File: config.mk
export PLATFORM = sky130hd
export DESIGN_NAME = regfile_mp
export DESIGN_NICKNAME = d
export VERILOG_FILES = /design/src/rtl/regfile_mp.sv
export SDC_FILE = /design/constraint.sdc
export NUM_CORES = 2
export LEC_CHECK = 0
export BUFFER_PORTS_ARGS = -buffer_cell sky130_fd_sc_hd__buf_4
export CAP_MARGIN = 0
export CORE_ASPECT_RATIO = 0.5
export CORE_MARGIN = 3
export CORE_UTILIZATION = 45
export CTS_BUF_LIST = sky130_fd_sc_hd__clkbuf_8
export DETAILED_ROUTE_END_ITERATION = 10
export HOLD_SLACK_MARGIN = 0.05
export SLEW_MARGIN = 20
export SYNTH_ARGS = -nofsm -noshare
export SYNTH_HDL_FRONTEND = slang
export SYNTH_SLANG_ARGS = --single-unit
File: constraint.sdc
create_clock -name clk -period 60.2 [get_ports clk]
set_clock_uncertainty 0.15 [all_clocks]
set_input_delay 6.02 -clock clk [delete_from_list [all_inputs] [get_ports clk]]
set_output_delay 6.02 -clock clk [all_outputs]
set_load 0.05 [all_outputs]
File: src/rtl/regfile_mp.sv
// regfile_mp: multi-port register file with write-pending scoreboard.
// Optional same-cycle write-to-read forwarding is enabled by defining REGFILE_MP_BYPASS_EN.
module regfile_mp #(
  parameter int WIDTH = 32,
  parameter int DEPTH = 32,
  parameter int NUM_READ = 2,
  localparam int AW = $clog2(DEPTH)
) (
  input  logic                      clk,
  input  logic                      reset,
  input  logic [NUM_READ*AW-1:0]    rd_addr_flat,
  output logic [NUM_READ*WIDTH-1:0] rd_data_flat,
  output logic [NUM_READ-1:0]       rd_busy,
  input  logic                      wr_en0,
  input  logic                      wr_en1,
  input  logic [AW-1:0]             wr_addr0,
  input  logic [AW-1:0]             wr_addr1,
  input  logic [WIDTH-1:0]          wr_data0,
  input  logic [WIDTH-1:0]          wr_data1,
  input  logic                      rsv_en,
  input  logic [AW-1:0]             rsv_addr,
  output logic [AW:0]               busy_count
);
  logic [WIDTH-1:0] mem [DEPTH];
  logic [DEPTH-1:0] busy, busy_nxt;
  logic [AW:0]      cnt_nxt;
  // next busy bits: reserve wins over write-back clear, x0 never busy
  always_comb begin
    busy_nxt = '0;
    for (int r = 1; r < DEPTH; r++)
      busy_nxt[r] = (rsv_en && rsv_addr == AW'(r)) ? 1'b1 :
                    ((wr_en0 && wr_addr0 == AW'(r)) || (wr_en1 && wr_addr1 == AW'(r))) ? 1'b0 : busy[r];
  end
  // population count of the next busy vector
  always_comb begin
    cnt_nxt = '0;
    for (int r = 0; r < DEPTH; r++)
      cnt_nxt = cnt_nxt + (AW+1)'(busy_nxt[r]);
  end
  // storage and scoreboard; port 1 is written last so it wins an address tie
  always_ff @(posedge clk or posedge reset) begin
    if (reset) begin
      for (int r = 0; r < DEPTH; r++) mem[r] <= '0;
      busy       <= '0;
      busy_count <= '0;
    end else begin
      if (wr_en0 && wr_addr0 != '0) mem[wr_addr0] <= wr_data0;
      if (wr_en1 && wr_addr1 != '0) mem[wr_addr1] <= wr_data1;
      busy       <= busy_nxt;
      busy_count <= cnt_nxt;
    end
  end
  for (genvar i = 0; i < NUM_READ; i++) begin : g_rd
    logic [AW-1:0]    a;
    logic [WIDTH-1:0] q;
    logic             h0, h1;
    assign a  = rd_addr_flat[i*AW +: AW];
    assign q  = (a == '0) ? '0 : mem[a];
    assign h0 = wr_en0 && wr_addr0 == a && a != '0;
    assign h1 = wr_en1 && wr_addr1 == a && a != '0;
`ifdef REGFILE_MP_BYPASS_EN
    assign rd_data_flat[i*WIDTH +: WIDTH] = h1 ? wr_data1 : h0 ? wr_data0 : q;
    assign rd_busy[i] = busy[a] && !(h0 || h1);
`else
    assign rd_data_flat[i*WIDTH +: WIDTH] = q;
    assign rd_busy[i] = busy[a] && !(1'b0 && (h0 || h1));
`endif
  end
endmodule

-- Word level (Yosys, flattened, before mapping)
Cells that the tools add are included.
- word-level logic and storage cells: 383
- input bits: 94
- register bits: 1061
- output and inout bits: 72
- bitwise operators: 4
- $add $sub $neg: 30
- reductions and logical operators: 132
- equality and inequality tests: 93
- multiplexer cells: 82
- $lt $le $gt $ge: 8
- operator list (cell ; count):
    $bwmux W1024 ; 2
    $mux W1024 ; 2
    $bmux W32 S5 ; 2
    $demux W32 S5 ; 2
    $mux W32 ; 8
    $eq A5 B5 Y1 const B ; 48
    $add A6 B1 Y6 ; 25
    $eq A5 B4 Y1 const B ; 24
    $logic_and A1 B1 Y1 ; 97
    $mux W1 ; 64
    $eq A5 B3 Y1 const B ; 12
    $logic_or A1 B1 Y1 ; 31
    $eq A5 B2 Y1 const B ; 6
    $ge A6 B6 Y1 const B ; 4
    $not A5 Y6 ; 4
    $eq A5 B1 Y1 const B ; 3
    $lt A5 B6 Y1 const B ; 2
    $lt A6 B1 Y1 const B ; 2
    $bmux W1 S5 ; 2
    $logic_not A5 Y1 ; 2
    $reduce_bool A5 Y1 ; 2
    $add A5 B1 Y6 ; 1
    $add A4 B1 Y5 ; 1
    $add A3 B1 Y4 ; 1
    other kinds (2) ; 2

-- Depth between registers and ports, before layout
- depth in word-level cells: 35
- gate-level depth with buffers: 22

-- Worst setup path after synthesis
Ideal clock, no wire load.
- path type: input to output
- start: input port rd_addr_flat[5]
- end: output port rd_data_flat[60]
- buffers on the path: 4
- stages on the path: 8
- data arrival time: 8.523 ns
- slack: 45.507 ns
- cells stage by stage: buf_2 buf_4 buf_4 nor2_1 clkbuf_1 a221oi_1 o21ai_0 a311oi_1
- longest elaborated chain between the ends: 5
- ends and longest elaborated chain (element ; RTL line ; RTL):
    start: declaration ; 11 ; input logic [NUM_READ*AW-1:0] rd_addr_flat,
    $not A5 Y6 (not written as such) ; 58 ; assign q = (a == '0) ? '0 : mem[a];
    $bmux W32 S5 ; 58 ;
    $mux W32 (not written as such) (2 in a row) ; 58 ;
    $mux W32 (*) ; 58 ;
    end: declaration ; 12 ; output logic [NUM_READ*WIDTH-1:0] rd_data_flat,
Mark *: on every way between the ends. The rest lies on a longest branch, timed or not. The select of a mux whose other input is x is not followed.

-- Worst setup path after layout
- start: input port rd_addr_flat[6]
- end: output port rd_data_flat[32]
Same word-level chain as after synthesis.

==> results.toml <==
[sta]
finalCritPeriodShare_pct = 28.2
final_period_demand_of_the_worst_path_ns = 17.00
fmax_mhz = 58.8
timing_hold_violations_final = 0
report.final.setup_viol = 0
drv_slew = 0
rsz_0062_raised_after_global_routing = "false"
timing_worst_slew_pin_value_ns = 1.26
slew_headroom_pct = 16.1
totalNegativeSetupSlack_ns = 0

[die]
floorplan.initialDensity_pct = 45.7
fp-row-count = 98
boundaryPins = 166
floorplan.core_area_um2 = 144000
floorplan.die.height_um = 277
die_x_um = 547
dieArea_um2 = 151000

[worst_setup_path]
cp_common_cell = "sky130_fd_sc_hd__buf_4"
regToRegEndpoint = "busy_count[4]$_DFF_PP0_"
worst-setup-path-type = "in -> out"
worst-endpoint-arrival_ns = 10.83
crit_path_end_kind = "output port"
critical_path.startpoint_type = "primary input"
timing.critical_path.cells = "buf_8 -> buf_4 -> buf_4 -> nor2_4 -> buf_4 -> a221oi_1 -> o21ai_0 -> a311oi_1 -> buf_4"
max_stage_delay_ns = 0.89
setup.reg_to_reg.worst_slack_ns = 54.46
worst_path_max_delay_cell = "sky130_fd_sc_hd__buf_4"
path_max_fanout = 68
ff2ff_path_depth = 15
r2r_start = "busy[16]$_DFF_PP0_"
critical_path_required_ns = 54.03

[yosys]
syn_nets = 6405
synth_edf_count = 0
synth_top_flop_cell = "sky130_fd_sc_hd__dfrtp_1"
synth-async-reset-ratio_pct = 100
postSynthCellCount = 6281
synth.yosys.seq_area_share_pct = 40.3
synth_cell_type_count = 48
synth-warning-count = 0
synthesis.area_um2 = 65900
ys_seq_elements = 1061
synth_area_per_cell_um2 = 10.5

[detailed_routing]
post_drt_via_cell_ratio = 6.83
route.antenna.remaining_nets = 0
routed_wl_mm = 276
post_drt_wl_per_cell_um = 34.1
initialDrtViolationCount = 8786
drtPass1Iterations = 6
post-route-drc-count = 0
route.vias.total = 55218

[power]
cell_internal_pwr_w = 0.00163
seq_power_share_pct = 41.9
power_switching_share_pct = 34.9
net_sw_power_w = 0.000873
power-per-cell-area_nw_per_um2 = 35.0
power.total_w = 0.00250
power.share.combinational_pct = 32.0
irDropWorstVdd_uv = 71.3
clkPwrFrac_pct = 26.1
cellLeakagePower_nw = 31.2

[cts]
cts.path.max_buffers = 3
cts.reportedPaths.clkPinSlew_ns = 0.06
inserted_clock_buffers = 168
clock_sinks = 1061
cts_setup_buffers = 0
tritoncts = "yes"
ctsRootBufferMaster = "sky130_fd_sc_hd__clkbuf_8"
ctsHtreeMaxLevel = 4
cts_resized = 0
worstSkewPairLatency_ns = 0.91
hold_buffer_count_at_cts = 0

[min_path]
hold_path.class = "reg -> reg"
holdPathEnd = "mem[1016]$_DFF_PP0_"
worst_hold_startpoint = "mem[1016]$_DFF_PP0_"
hold_path_depth = 0

[layout]
top_library_cells_by_usage_in_the_layout_fill_and_taps_aside = "sky130_fd_sc_hd__dfrtp_1 (1061), sky130_fd_sc_hd__mux2i_1 (1057), sky130_fd_sc_hd__nand2_1 (673)"
final_common_cell = "sky130_fd_sc_hd__dfrtp_1"
nFillCells = 12960
postLayoutCellArea_um2 = 71400
num-nets-final = 6093
finalCoreUtilization_pct = 49.5
syn2layout_area_growth_pct = 8.35
post_route_cells_drive_above_1_share_pct = 18.8
layoutNonFillerInstCount = 8079

[placed_design]
finalWeightedCongestion = 0.879
placed_area_um2 = 67900
numPortBuffers = 165
place.detailed.instances = 7747
dpl.hpwl_mm = 148

[grt]
largest_net_degree_at_the_start_of_global_routing = 170
gr-usage-all-layers_pct = 35.7
grt_pass1_wl_mm = 394
globalRouteOverflowTotal = 0
grt_pass1_vias = 53958
number_of_antenna_violations_at_the_first_check_in_global_routing = 19

[job]
cap_viol_max_count = 0

[outcome]
result_of_the_run = "finished clean"
-- how the worst max path moves through the flow --
stage	endpoint	from	slack (ns)
floorplan	busy[10]$_DFF_PP0_	reset	24.16
global placement	rd_data_flat[62]	rd_addr_flat[6]	43.19
detailed placement	rd_data_flat[62]	rd_addr_flat[6]	43.19
CTS	rd_data_flat[62]	rd_addr_flat[6]	43.18
global route	rd_data_flat[32]	rd_addr_flat[6]	42.98
finish	rd_data_flat[32]	rd_addr_flat[6]	43.20
-- through the flow --
| step | hold WS [ns] | worst slack (ns) |
|---|---|---|
| 6_report | 0.247 | 43.20 |
| 5_1_grt | 0.260 | 42.98 |
| 4_1_cts | 0.248 | 43.18 |
| 3_5_place_dp | 0.234 | 43.19 |
| 3_3_place_gp | 0.227 | 43.19 |
| 2_1_floorplan | 0.291 | 24.16 |
-- area by class of cell --
class,count,area [um2],share of cell area [%]
repair buffers,284,2250,3.15
inverters,45,181,0.254
multi-input cells,4409,36500,51.1
flip-flops and latches,1061,26600,37.2
well taps,1950,2440,3.42
diodes,23,57.6,0.0806
clock inverters,97,537,0.751
clock buffers,210,2890,4.05
-- cells in the mapped netlist (all sizes together), types with 15 or more instances --
library cell,count,share of area (%)
dfrtp,1061,40
mux2i,1057,16
nand2,704,4.0
o21ai,604,4.6
clkbuf,551,3.1
nor2,549,3.1
mux4,466,16
a21oi,451,3.4
buf,215,1.7
nor2b,75,0.71
mux2,66,1.1
a22oi,65,0.74
a31oi,65,0.62
a211oi,64,0.73
a311oi,64,0.85
a221oi,49,0.65
inv,45,0.26
fa,23,0.70
o2111ai,15,0.20
-- flip-flops by register name (all words and copies together), names as in the netlist --
register    cells
busy           31
busy_count      6
mem          1024
-- per-layer routing --
| layer | global-route usage, % | vias up | part of all wire, % |
|---|---|---|---|
| met5 | 0 | - | 0.013 |
| met3 | 12.5 | 979 | 14 |
| met4 | 19.9 | 6 | 6.2 |
| met1 | 47.4 | 27667 | 37 |
| met2 | 51.0 | 4334 | 42 |
| li1 | - | 22232 | - |
-- worst max-delay path, delay by kind of cell --
kind / cells / cell delay (ns)
buffers and inverters: 5 / 2.96
AOI/OAI and AO/OA: 3 / 1.34
and+or+nand+nor: 1 / 0.41
-- kinds of logic (layout without fill, tap and decap cells) --
| family | Yosys count | in the layout | share of synthesized area, % |
|---|---|---|---|
| AO/OA/AOI/OAI | 1404 | 1404 | 12.2 |
| XOR/XNOR | 3 | 3 | 0.0399 |
| adder cells (fa/ha/maj) | 30 | 30 | 0.831 |
| buffers and inverters | 811 | 636 | 5.09 |
| flip-flops | 1061 | 1061 | 40.3 |
| multiplexers | 1589 | 1589 | 33.1 |
| other | 0 | 23 | 0 |
| AND/OR/NAND/NOR | 1383 | 1383 | 8.52 |
-- power by group through the flow --
stage | clock (W) | sequential [W] | combinational, W
finish | 0.000653 | 0.00105 | 0.000801
global route | 0.000688 | 0.00107 | 0.000882
CTS | 0.000657 | 0.00104 | 0.000793
detailed placement | 0 | 0.00105 | 0.000792
global placement | 0 | 0.00104 | 0.000767
floorplan | 0 | 0.00101 | 0.000615
Power figures use the tool's default switching activity.
